**src/rtl/seq_array_mult.sv**
```systemverilog
`default_nettype none
// ============================================================================
// Module      : seq_array_mult
// Description : Sequential shift-and-add WIDTH x WIDTH multiplier with
//               signed/unsigned mode and valid/ready handshakes.
// Revision    : 1.0 - initial release
// ============================================================================
module seq_array_mult #(
    parameter int WIDTH = 4
) (
    input  logic                 clk,
    input  logic                 rst,
    input  logic                 in_valid,
    output logic                 in_ready,
    input  logic [WIDTH-1:0]     m,
    input  logic [WIDTH-1:0]     q,
    input  logic                 signed_mode,
    output logic                 out_valid,
    input  logic                 out_ready,
    output logic [2*WIDTH-1:0]   p,
    output logic                 busy
);

    localparam int                     c_CNT_W   = (WIDTH > 2) ? $clog2(WIDTH) : 1;
    localparam logic [c_CNT_W-1:0]     c_LAST    = c_CNT_W'(WIDTH - 1);
    localparam logic [c_CNT_W-1:0]     c_CNT_ONE = c_CNT_W'(1);
    localparam logic [WIDTH-1:0]       c_ONE_W   = WIDTH'(1);
    localparam logic [2*WIDTH-1:0]     c_ONE_P   = (2*WIDTH)'(1);

    typedef enum logic [1:0] {
        S_IDLE = 2'd0,
        S_BUSY = 2'd1,
        S_DONE = 2'd2
    } state_t;

    state_t               r_state;
    logic [WIDTH-1:0]     r_mag_m;
    logic [WIDTH-1:0]     r_mag_q;
    logic                 r_neg;
    logic [2*WIDTH-1:0]   r_acc;
    logic [c_CNT_W-1:0]   r_count;
    logic [2*WIDTH-1:0]   r_p;
    logic                 r_in_ready;
    logic                 r_out_valid;
    logic                 r_busy;

    logic [WIDTH-1:0]     w_mag_m;
    logic [WIDTH-1:0]     w_mag_q;
    logic                 w_neg;
    logic [2*WIDTH-1:0]   w_addend;
    logic [2*WIDTH-1:0]   w_sum;
    logic [2*WIDTH-1:0]   w_res;
    logic                 w_last;

    // The most-negative operand maps to 2^(WIDTH-1), still representable unsigned.
    assign w_mag_m  = (signed_mode && m[WIDTH-1]) ? (~m + c_ONE_W) : m;
    assign w_mag_q  = (signed_mode && q[WIDTH-1]) ? (~q + c_ONE_W) : q;
    assign w_neg    = signed_mode & (m[WIDTH-1] ^ q[WIDTH-1]);

    assign w_addend = {{WIDTH{1'b0}}, r_mag_m} << r_count;
    assign w_sum    = r_acc + (r_mag_q[r_count] ? w_addend : '0);
    assign w_res    = r_neg ? (~w_sum + c_ONE_P) : w_sum;
    assign w_last   = (r_count == c_LAST);

    always_ff @(posedge clk) begin
        if (rst) begin
            r_state     <= S_IDLE;
            r_mag_m     <= '0;
            r_mag_q     <= '0;
            r_neg       <= 1'b0;
            r_acc       <= '0;
            r_count     <= '0;
            r_p         <= '0;
            r_in_ready  <= 1'b1;
            r_out_valid <= 1'b0;
            r_busy      <= 1'b0;
        end else begin
            case (r_state)
                S_IDLE: begin
                    if (in_valid) begin
                        r_mag_m    <= w_mag_m;
                        r_mag_q    <= w_mag_q;
                        r_neg      <= w_neg;
                        r_acc      <= '0;
                        r_count    <= '0;
                        r_in_ready <= 1'b0;
                        r_busy     <= 1'b1;
                        r_state    <= S_BUSY;
                    end
                end
                S_BUSY: begin
                    r_acc <= w_sum;
                    if (w_last) begin
                        r_count     <= '0;
                        r_p         <= w_res;
                        r_out_valid <= 1'b1;
                        r_busy      <= 1'b0;
                        r_state     <= S_DONE;
                    end else begin
                        r_count <= r_count + c_CNT_ONE;
                    end
                end
                S_DONE: begin
                    if (out_ready) begin
                        r_out_valid <= 1'b0;
                        r_in_ready  <= 1'b1;
                        r_state     <= S_IDLE;
                    end
                end
                default: begin
                    r_state     <= S_IDLE;
                    r_in_ready  <= 1'b1;
                    r_out_valid <= 1'b0;
                    r_busy      <= 1'b0;
                end
            endcase
        end
    end

    assign in_ready  = r_in_ready;
    assign out_valid = r_out_valid;
    assign busy      = r_busy;
    assign p         = r_p;

endmodule
`default_nettype wire

```
**config.mk**
```make
export PLATFORM = sky130hd
export DESIGN_NAME = seq_array_mult
export DESIGN_NICKNAME = d
export VERILOG_FILES = /design/src/rtl/seq_array_mult.sv
export SDC_FILE = /design/constraint.sdc
export NUM_CORES = 1
export LEC_CHECK = 0
export ABC_AREA = 1
export CAP_MARGIN = 20
export CORE_MARGIN = 2
export CORE_UTILIZATION = 55
export CTS_BUF_LIST = sky130_fd_sc_hd__clkbuf_16
export DETAILED_ROUTE_END_ITERATION = 6
export GPL_ROUTABILITY_DRIVEN = 1
export PLACE_DENSITY_LB_ADDON = 0.3
export SYNTH_ARGS = -nofsm -noshare
export SYNTH_HDL_FRONTEND = slang
export SYNTH_SLANG_ARGS = --single-unit
```
**constraint.sdc**
```tcl
create_clock -name clk -period 2.85 [get_ports clk]
set_input_delay 0.4275 -clock clk [delete_from_list [all_inputs] [get_ports clk]]
set_output_delay 0.4275 -clock clk [all_outputs]
set_load 0.02 [all_outputs]
```
==> reports/qor.yml <==
sta:
  period_share_pct: 88.6
  hold_viol_final: 0
  max_slew_margin_pct: 66.9
  setup_viol: 0
  worst_slew_pin_slew_ns: 0.496
  setup-tns-final_ns: 0
  fin_worst_skew_ns: 0.00562
  rsz0062_at_grt: "no"
  fmax_mhz: 396
  fin_crit_ns: 2.53
  worst_slack_ns: 0.324
  drv_slew: 0
floorplan:
  core_area_um2: 3340
  num_rows: 21
  die_width_um: 63.1
  die_area_um2: 3980
  die_h_um: 63.1
  ios: 24
  start_util_pct: 57.5
route:
  vias_per_cell: 5.13
  drt_iter0_markers: 123
  wl_um: 4220
  drtPass1Iterations: 4
  route.detailed.drc: 0
  via_count: 1833
  drtAntennaViolNets: 0
  drt-wirelength-per-cell_um: 11.8
synth:
  synth_cell_type_count: 28
  ys.warnings.count: 0
  syn_area_um2: 1920
  yosysSeqAreaShare_pct: 33.4
  syn-mean-instance-area_um2: 6.73
  synthCells: 285
  syn-num-nets: 310
  ys_seq_elements: 32
layout:
  stdcell_count: 357
  fin_util_pct: 69.8
  nets: 336
  syn2layout_area_growth_pct: 21.4
  num_antenna_cells: 0
  layout-drive-gt1-share_pct: 8.36
cts:
  clock_path_buffers: 2
  cts_num_sinks: 32
  post_cts_resized: 0
  cts_root_buf: "clkbuf_16"
  ctsHoldBuffers: 0
  cts_tree: "yes"
  h-tree-depth: 2
  cts_setup_buffers: 0
  worstSkewPairLatency_ns: 0.28
  cts_inserted_buffers: 5
  path_clk_slew_ns: 0.05
critical_path:
  required_ns: 3.02
  endpoint_kind: "flop"
  critPathMaxFanout: 6
  crit_type: "flop to flop"
  start_kind: "flop"
  critPathLaunch: "r_count[0]"
  r2r_cells: 18
  r2r-start: "r_count[0]"
  crit_arrival_ns: 2.69
placement:
  pre_cts_ws_ns: 0.259
  dp.cells: 350
  hpwl_um: 3060
  io_buffers: 23
  gp_congestion: 0.872
outcome:
  outcome: "finished clean"
global_routing:
  grt_pass1_wl_um: 7630
  track_usage_pct: 24.4
  gr-total-overflow: 0
  grt_max_degree: 19
  grt_pass1_vias: 1761
  grt_antenna_before_repair: 0
min_path:
  min_path_cells: 2
  hold_path.class: "flop to flop"
  min_from: "r_acc[0]"
job:
  drv_cap: 0
pwr:
  ir_drop_mv: 0.511
  p_leak_nw: 1.08
  power.density_nw_per_um2: 499
## cell usage after synthesis, drive strengths merged
cell	count	area, um2
nor2	31	124
xor2	2	17.5
xnor2	2	17.5
nor3	1	5.00
o21ai	25	125
a21oi	33	169
o221ai	1	8.76
nand3b	1	7.51
o211ai	1	7.51
nand3	17	95.1
o31ai	2	15.0
mux2i	3	30.0
ha	11	138
buf	5	27.5
clkbuf	2	7.51
fa	1	20.0
inv	38	143
o21a	4	30.0
dfxtp	32	641
nand2	72	285
nand4	1	6.26
## layout by cell type (no fill, tap or decap)
master / synthesis / layout
nor2_1: 28 / 28
o21a_1: 4 / 4
a21oi_2: 1 / 1
buf_4: 1 / 3
nand2_1: 66 / 66
inv_2: 4 / 4
fa_1: 1 / 1
nor3_1: 1 / 1
o211ai_1: 1 / 1
a21oi_1: 32 / 32
clkinv_1: 0 / 2
dfxtp_2: 0 / 2
nand3_2: 2 / 2
o221ai_1: 1 / 1
nand4_1: 1 / 1
inv_1: 34 / 34
o21ai_1: 1 / 2
clkdlybuf4s50_1: 0 / 23
xnor2_1: 2 / 2
clkbuf_16: 0 / 5
o31ai_1: 2 / 2
nand3_1: 15 / 15
mux2i_1: 3 / 3
dfxtp_1: 32 / 30
ha_1: 11 / 11
o21ai_0: 24 / 23
xor2_1: 2 / 2
nand3b_1: 1 / 1
nor2_2: 3 / 3
nand2_2: 6 / 6
## worst max-delay path, cell delays in order (launching register included)
cell,delay [ns]
dfxtp_2,0.33
buf_4,0.16
o21ai_0,0.26
nand2_1,0.13
o21ai_0,0.09
inv_1,0.06
ha_1,0.34
nand2_1,0.09
nand2_1,0.07
inv_2,0.07
nand2_2,0.06
nand2_1,0.10
nand2_2,0.09
nor2_2,0.16
nand3_2,0.10
nand3_1,0.08
nand2_1,0.06
nor2_1,0.11
nor2_1,0.05
## final cells by class
| type | count | area [um2] |
|---|---|---|
| Clock inverter | 2 | 7.51 |
| Tap cell | 46 | 57.6 |
| Fill cell | 307 | 1010 |
| Inverter | 38 | 143 |
| Multi-Input combinational cell | 208 | 1100 |
| Clock buffer | 5 | 125 |
| Timing Repair Buffer | 26 | 253 |
| Sequential cell | 32 | 643 |
## cells by family after synthesis
| group | count (synthesis) | share of synthesized area, % |
|---|---|---|
| simple gates | 123 | 27.2 |
| compound gates | 66 | 18.5 |
| buf+inv | 45 | 9.26 |
| flops | 32 | 33.4 |
| fa+ha+maj | 12 | 8.21 |
| xor+xnor | 4 | 1.83 |
| mux | 3 | 1.56 |
## path summary, 6_finish.rpt
check,to,slack (ns)
worst max-delay path,p[7],0.32
worst min-delay path,r_acc[0],0.47
worst max register to register,p[7],0.32
worst min register to register,r_acc[0],0.47
## per-layer routing
layer	vias to the layer above	global-route usage (%)	share of wire [%]
met2	35	39.5	45
met4	0	9.44	1.5
li1	974	-	-
met5	-	0	0
met1	818	31.5	49
met3	6	5.36	4.5
## sequential cells by signal, summed over array words and instances (netlist names), 2 cells and up
name     cells
r_mag_m      4
r_count      2
p            8
r_mag_q      4
r_state      2
r_acc        8
## power breakdown
| part | leakage (nW) | switching (mW) | internal, mW |
|---|---|---|---|
| clock network | 0.0648 | 0.183 | 0.312 |
| logic | 0.753 | 0.111 | 0.0733 |
| registers | 0.262 | 0.0171 | 0.467 |
## through the flow
stage | hold slack [ns] | power [mW] | cell area (um2)
2_1_floorplan | 0.444 | 0.615 | 1920
3_3_place_gp | 0.447 | 0.668 | 2190
3_5_place_dp | 0.459 | 0.673 | 2190
4_1_cts | 0.471 | 1.17 | 2330
5_1_grt | 0.484 | 1.22 | 2330
6_report | 0.468 | 1.16 | 2330
Note: power is estimated with default switching activity, not from simulation.
